### src/rtl/ov7670_capture.sv
`timescale 1ns/1ps
// ov7670_capture
// Captures RGB444 pixels from an OV7670 camera into a frame buffer RAM.
// All camera signals are oversampled in the sys_clk domain; cam_pclk is
// treated as data and its rising edges are detected after synchronization.
// Optionally decimates a 640x480 camera frame by 2 in both directions.
//
// Parameters
//   H_ACTIVE   stored frame width in pixels
//   V_ACTIVE   stored frame height in lines
//   DECIMATE   1 = keep even pixels of even lines, 0 = keep every pixel
//
// Ports
//   sys_clk            in   system clock (only clock in the block)
//   reset              in   asynchronous reset, active low
//   cam_pclk           in   camera pixel clock, sampled as data
//   cam_vsync          in   camera vertical sync, high = blanking
//   cam_href           in   camera line valid
//   cam_data[7:0]      in   camera byte bus (xxxx_RRRR, then GGGG_BBBB)
//   capture_en         in   level, 1 = capture frames continuously
//   write_RAM_address  out  buffer address, col + H_ACTIVE*row
//   write_RAM_data     out  pixel RRRR_GGGG_BBBB
//   write_RAM_en       out  single-cycle write strobe
//   ready_display      out  sticky, set after the first complete frame
//   frame_done         out  one-cycle pulse at the end of each frame
//   frame_count        out  completed-frame counter, wraps
module ov7670_capture #(
  parameter int H_ACTIVE = 320,
  parameter int V_ACTIVE = 240,
  parameter int DECIMATE = 1
) (
  input  logic        sys_clk,
  input  logic        reset,
  input  logic        cam_pclk,
  input  logic        cam_vsync,
  input  logic        cam_href,
  input  logic [7:0]  cam_data,
  input  logic        capture_en,
  output logic [16:0] write_RAM_address,
  output logic [11:0] write_RAM_data,
  output logic        write_RAM_en,
  output logic        ready_display,
  output logic        frame_done,
  output logic [7:0]  frame_count
);

  typedef enum logic [1:0] {IDLE, WAIT_VS, CAPTURE} state_t;

  localparam logic [16:0] H_LIM = 17'(H_ACTIVE);
  localparam logic [16:0] V_LIM = 17'(V_ACTIVE);

  state_t state_q, state_d;

  logic [1:0]  pclk_sync, vsync_sync, href_sync;
  logic [7:0]  data_sync1, data_sync2;
  logic        pclk_prev, vsync_prev, href_prev;
  logic        pclk_rise, vsync_rise, vsync_fall, href_fall;
  logic        href_s;

  logic [10:0] x_cnt, y_cnt, x_inc, y_inc;
  logic [10:0] col, row;
  logic        phase;
  logic [3:0]  red;
  logic        pixel_keep;
  logic [16:0] pixel_addr;

  // H_ACTIVE*row as a sum of shifted copies of row, one per set bit of
  // H_ACTIVE (for 320 this is 256*row + 64*row).
  function automatic logic [16:0] times_h(input logic [16:0] r);
    logic [16:0] acc;
    acc = '0;
    for (int i = 0; i < 17; i++) begin
      if (H_LIM[i]) acc = acc + (r << i);
    end
    return acc;
  endfunction

  // Two-flop synchronizers plus a third "previous" flop for edge detection.
  always_ff @(posedge sys_clk or negedge reset) begin
    if (!reset) begin
      pclk_sync  <= '0;
      vsync_sync <= '0;
      href_sync  <= '0;
      data_sync1 <= '0;
      data_sync2 <= '0;
      pclk_prev  <= 1'b0;
      vsync_prev <= 1'b0;
      href_prev  <= 1'b0;
    end else begin
      pclk_sync  <= {pclk_sync[0], cam_pclk};
      vsync_sync <= {vsync_sync[0], cam_vsync};
      href_sync  <= {href_sync[0], cam_href};
      data_sync1 <= cam_data;
      data_sync2 <= data_sync1;
      pclk_prev  <= pclk_sync[1];
      vsync_prev <= vsync_sync[1];
      href_prev  <= href_sync[1];
    end
  end

  assign href_s     = href_sync[1];
  assign pclk_rise  = pclk_sync[1] & ~pclk_prev;
  assign vsync_rise = vsync_sync[1] & ~vsync_prev;
  assign vsync_fall = ~vsync_sync[1] & vsync_prev;
  assign href_fall  = ~href_sync[1] & href_prev;

  // Counters saturate so an oversized frame can never wrap back into range.
  assign x_inc = (x_cnt == 11'h7FF) ? x_cnt : x_cnt + 11'd1;
  assign y_inc = (y_cnt == 11'h7FF) ? y_cnt : y_cnt + 11'd1;

  assign col = x_cnt >> DECIMATE;
  assign row = y_cnt >> DECIMATE;

  assign pixel_keep = ((DECIMATE == 0) || (!x_cnt[0] && !y_cnt[0])) &&
                      ({6'd0, col} < H_LIM) && ({6'd0, row} < V_LIM);

  assign pixel_addr = {6'd0, col} + times_h({6'd0, row});

  always_ff @(posedge sys_clk or negedge reset) begin
    if (!reset) state_q <= IDLE;
    else        state_q <= state_d;
  end

  // A frame in progress always runs to its vsync rise; capture_en is only
  // consulted when deciding whether to wait for another frame.
  always_comb begin
    state_d = state_q;
    case (state_q)
      IDLE:    if (capture_en) state_d = WAIT_VS;
      WAIT_VS: if (vsync_fall) state_d = CAPTURE;
      CAPTURE: if (vsync_rise) state_d = capture_en ? WAIT_VS : IDLE;
      default: state_d = IDLE;
    endcase
  end

  // Pixel assembly and RAM write. vsync rise wins over a same-cycle href
  // fall; an odd trailing byte is simply forgotten when the line ends.
  always_ff @(posedge sys_clk or negedge reset) begin
    if (!reset) begin
      x_cnt             <= '0;
      y_cnt             <= '0;
      phase             <= 1'b0;
      red               <= '0;
      write_RAM_address <= '0;
      write_RAM_data    <= '0;
      write_RAM_en      <= 1'b0;
      ready_display     <= 1'b0;
      frame_done        <= 1'b0;
      frame_count       <= '0;
    end else begin
      write_RAM_en <= 1'b0;
      frame_done   <= 1'b0;
      if (state_q == WAIT_VS && vsync_fall) begin
        x_cnt <= '0;
        y_cnt <= '0;
        phase <= 1'b0;
      end else if (state_q == CAPTURE) begin
        if (vsync_rise) begin
          frame_done    <= 1'b1;
          frame_count   <= frame_count + 8'd1;
          ready_display <= 1'b1;
        end else if (href_fall) begin
          y_cnt <= y_inc;
          x_cnt <= '0;
          phase <= 1'b0;
        end else if (pclk_rise && href_s) begin
          if (!phase) begin
            red   <= data_sync2[3:0];
            phase <= 1'b1;
          end else begin
            phase <= 1'b0;
            x_cnt <= x_inc;
            if (pixel_keep) begin
              write_RAM_en      <= 1'b1;
              write_RAM_address <= pixel_addr;
              write_RAM_data    <= {red, data_sync2};
            end
          end
        end
      end
    end
  end

endmodule

### config.mk
export PLATFORM = sky130hd
export DESIGN_NAME = ov7670_capture
export DESIGN_NICKNAME = d
export VERILOG_FILES = /design/src/rtl/ov7670_capture.sv
export SDC_FILE = /design/constraint.sdc
export NUM_CORES = 1
export LEC_CHECK = 0
export ABC_AREA = 0
export CORE_UTILIZATION = 64
export CTS_CLUSTER_SIZE = 30
export DETAILED_ROUTE_END_ITERATION = 10
export DONT_BUFFER_PORTS = 1
export PLACE_DENSITY = 0.8
export SKIP_LAST_GASP = 1
export SYNTH_ARGS = -nofsm -noshare
export SYNTH_HDL_FRONTEND = slang
export SYNTH_SLANG_ARGS = --single-unit
### constraint.sdc
create_clock -name sys_clk -period 4.7 [get_ports sys_clk]
set_clock_uncertainty 0.2 [all_clocks]
set_input_delay 0.235 -clock sys_clk [delete_from_list [all_inputs] [get_ports sys_clk]]
set_output_delay 0.235 -clock sys_clk [all_outputs]
set_load 0.02 [all_outputs]
Word-level counts from Yosys, hierarchy flattened --
Cells that the tools add are included.
Word-level totals: bits in registers 94, latch bits 0, memory bits (writable) 0, ROM bits 0, bits of input ports 14, output and inout port bits 40, memories 0
Operators by class: add/subtract/negate cells 5, multipliers 0, divide/modulo/power cells 0, order comparisons 2, equality and inequality tests 10, shift-type cells 0, multiplexer cells 33, bitwise logic cells 12, reduce and logical (&&, ||, !) cells 19
Operator list (number):
- $mux 11 | 12
- $add 11x1->11 const B | 2
- $eq 11x11->1 const B | 2
- $add 10x17->17 | 1
- $add 16x17->17 | 1
- $mux 1 | 17
- $lt 10x8->1 const B | 1
- $lt 10x9->1 const B | 1
- $reduce_and 3->1 | 3
- $add 8x1->8 const B | 1
- $not 1->1 | 8
- $reduce_and 7->1 | 1
- $mux 2 | 3
- $ne 2x2->1 const B | 3
- $pmux 2 s3 | 1
- $reduce_and 6->1 | 1
- $reduce_bool 3->1 | 2
- $logic_and 1x1->1 | 5
- $reduce_and 5->1 | 1
- $and 1x1->1 | 4
- $ne 2x1->1 const B | 2
- $reduce_and 4->1 | 1
- $reduce_bool 2->1 | 2
- $ne 3x2->1 const B | 1
- other kinds (4) | 5

Logic depth before layout (Yosys ltp) --
word-level depth 11, mapped depth 8, gate-level depth less buffers 8

Worst setup path after synthesis --
OpenSTA, ideal clock, no wires.
path kind register to register, start point reg x_cnt[9], end point reg write_RAM_address[13], arrival time 2.247 ns, required time 4.375 ns, setup slack 2.128 ns, stages on the path, launching flop included 8, clock period less this slack 2.572 ns, path through dfrtp_1 fa_1 fa_1 a21o_1 a21oi_1 o21a_1 xnor2_1 mux2_2
Between the ends: cells in the longest elaborated chain, start to end 4, elaborated cells between the ends (all ways) 5
Ends and longest elaborated chain:
- from (decl) | RTL line 60 | logic [10:0] x_cnt, y_cnt, x_inc, y_inc;
- from (signal assigned) | RTL line 172 | x_cnt <= x_inc;
- $lt 10x9->1 | RTL line 115 | ({6'd0, col} < H_LIM) && ({6'd0, row} < V_LIM);
- $logic_and 1x1->1 | RTL line 114 | assign pixel_keep = ((DECIMATE == 0) || (!x_cnt[0] && !y_cnt[0])) &&
- $logic_and 1x1->1 | RTL line 115
- $reduce_and 7->1 (no source line)
- to (signal assigned) | RTL line 175 | write_RAM_address <= pixel_addr;
- to (decl) | RTL line 39 | output logic [16:0] write_RAM_address,
Parallel ways exist; a longest one is shown, timed or not. A chain may end at the register's enable or synchronous reset.

Worst setup path in the final report --
start point reg x_cnt[10], end point reg write_RAM_address[16]
Same word-level chain as after synthesis.

==> impl_metrics.env <==
export IMPL_post_dp_cell_area_um2=4190
export IMPL_synth_edf_count=0
export IMPL_cts_root_buf="clkbuf_8"
export IMPL_yosys_area_share_adder=0.0751
export IMPL_initial_utilization=0.682
export IMPL_drt_total_wl_um=7580
export IMPL_insertedDiodeCount=0
export IMPL_synth_compound_area_share=0.0784
export IMPL_cts_resized=0
export IMPL_slew_headroom=0.457
export IMPL_synth_most_common_cell="dfrtp_1"
export IMPL_combPwrFrac=0.107
export IMPL_critPathCaptureType="flop"
export IMPL_worstSetupPathType="flop to flop"
export IMPL_vias=2782
export IMPL_grtUsageTotal=0.243
export IMPL_async_reset_ff_frac=1.00
export IMPL_max_slew_worst_pin_slew_ns=0.811
export IMPL_routabilityCongestion=0.851
export IMPL_nNetsFinal=435
export IMPL_cts_made_buffers=9
export IMPL_yosys_area_top_type="dfrtp_1"
export IMPL_finalHoldViolations=0
export IMPL_ys_types=45
export IMPL_ant_nets=0
export IMPL_synth_ff_type="dfrtp_1"
export IMPL_cts_setup_buffers=0
export IMPL_dr_pass1_iters=4
export IMPL_seq_power_share=0.592
export IMPL_synth_seq_cells=94
export IMPL_synth_commonest_cells="dfrtp_1, nand2_1, nor2_1, ha_1"
export IMPL_synth_area_um2=4130
export IMPL_die_x_um=82.4
export IMPL_drc=0
export IMPL_ir_drop_mv=0.319
export IMPL_fp_row_count=28
export IMPL_die_area_um2=6780
export IMPL_antenna_found_initial=0
export IMPL_yosys_area_top_type_share=0.569
export IMPL_grt_max_degree=95
export IMPL_period_needed_ns=2.78
export IMPL_synth_area_leaders="dfrtp_1, nand2_1, ha_1"
export IMPL_place_ws_ns=1.96
export IMPL_synth_xor_area_frac=0.0530
export IMPL_core_area_um2=6060
export IMPL_slew_viol_final=0
export IMPL_synth_top_family_by_area="simple AND/OR/NAND/NOR gates"
export IMPL_vias_per_cell=5.82
export IMPL_drive_above_1_share=0.0769
export IMPL_timing_fmax_mhz=360
export IMPL_maxCapViolCount=0
export IMPL_status="finished, final reports clean"
export IMPL_io_pins=54
export IMPL_cts_tree="done"
export IMPL_switchingPower_w=0.000485
export IMPL_wl_per_cell_um=15.9
export IMPL_internal_power_w=0.00117
export IMPL_initialDrtViolationCount=172
export IMPL_clock_power_share=0.301
export IMPL_avgSynthCellArea_um2=10.8
export IMPL_dp_hpwl_um=5010
export IMPL_n_fill_cell=417
export IMPL_fin_crit_sh=0.591
export IMPL_p_per_area_nw_per_um2=364
export IMPL_syn_nets=419
export IMPL_crit_arrival_ns=2.87
export IMPL_worst_setup_hold_path_clk_slew_ns=0.10
export IMPL_hold_buffers=14
export IMPL_synthMuxAreaShare=0.0163
export IMPL_total_power_w=0.00165
export IMPL_grt_pass1_wl_um=12200
export IMPL_tns_ns=0
export IMPL_first_global_vias=2718
export IMPL_syn_inst=382
export IMPL_clock_latency_ns=0.36
export IMPL_synth_simple_area_share=0.188
export IMPL_cp_data_required_time_ns=4.79
export IMPL_hold_path_class="flop to flop"
export IMPL_setup_viol=0
export IMPL_cp_start_kind="flop"
export IMPL_swShare=0.294
export IMPL_htreeDepth=3
export IMPL_io_buffers=0
export IMPL_ys_seq_area_frac=0.569
export IMPL_gr_total_overflow=0
export IMPL_stdcell_area_um2=4530
export IMPL_rsz0062_at_grt="false"
export IMPL_path_max_fanout=4
export IMPL_layout_setup_ws_ns=1.92
export IMPL_timing_hold_ws_ns=0.156
export IMPL_yosysWarnings=0
export IMPL_clock_sinks=94
export IMPL_die_h_um=82.4
export IMPL_area_growth_pct=9.54
export IMPL_p_leak_nw=2.20
export IMPL_clock_path_buffers=2
## worst max-delay path, cell delays in order (launching register included)
cell and delay (ns):
dfrtp_1 0.45, fa_1 0.44, ha_1 0.33, and2_1 0.19
a221oi_1 0.41, a21oi_1 0.14, or3_1 0.36, a31oi_1 0.17
## power groups by stage
stage          Clock (W)  Sequential (W)  Combinational, W
2_1_floorplan          0        0.000975          0.000126
3_3_place_gp           0        0.000989          0.000144
3_5_place_dp           0        0.000992          0.000152
4_1_cts         0.000507        0.000976          0.000179
5_1_grt         0.000530        0.000990          0.000204
6_report        0.000497        0.000976          0.000177
## final cells by class
class                      instances  area [um2]  area share
sequential                        94        2350       0.520
inverter                           7        26.3     0.00580
timing repair buffer              16         173      0.0381
clock buffer                      10         128      0.0282
tap                               75        93.8      0.0207
clock inverter                     6        55.1      0.0122
multi-input combinational        270        1700       0.375
## cells by family after synthesis
family / after synthesis
buf+inv: 18
fa+ha+maj: 23
mux: 6
flops: 94
xor+xnor: 25
compound gates: 52
simple gates: 164
## sequential cells by signal, summed over array words and instances, names as in the netlist, 2 cells and up
register	flops
write_RAM_data	12
x_cnt	11
red	4
y_cnt	11
vsync_sync	2
frame_count	8
pclk_sync	2
data_sync1	8
write_RAM_address	17
data_sync2	8
href_sync	2
state_q	2
## metrics by stage
step,cells,utilization
floorplan,382,-
global placement,448,0.691
global route,478,0.747
CTS,478,0.747
finish,478,0.747
detailed placement,448,0.691
## worst paths after layout
path,start,endpoint,slack [ns],cells after the start
max,x_cnt[10],write_RAM_address[16],1.92,7
min,href_sync[0],href_sync[1],0.16,0
max reg2reg,x_cnt[10],write_RAM_address[16],1.92,7
min reg2reg,href_sync[0],href_sync[1],0.16,0
max in group asynchronous,reset,y_cnt[0],3.69,2
min in group asynchronous,reset,write_RAM_address[16],0.22,2
## routing by layer
layer  wire (um)  global-route usage  vias to the layer above
li1            -                   -                     1338
met1        3390               0.314                     1345
met2        3670               0.400                       89
met3         421              0.0560                       10
met4         100              0.0930                        0
met5           0                   0                        -
## layout by cell type, fill, tap and decap left out, types with 5 or more instances in the layout
| master | instances |
|---|---|
| xnor2_1 | 18 |
| nand2_1 | 84 |
| nand3_1 | 15 |
| dfrtp_1 | 94 |
| nand4_1 | 5 |
| xor2_1 | 7 |
| dlygate4sd3_1 | 13 |
| inv_1 | 6 |
| ha_1 | 20 |
| a21oi_1 | 12 |
| mux2_2 | 6 |
| o21ai_0 | 18 |
| nor2_1 | 21 |
| clkbuf_8 | 9 |
Note: power is estimated with default switching activity, not from simulation.
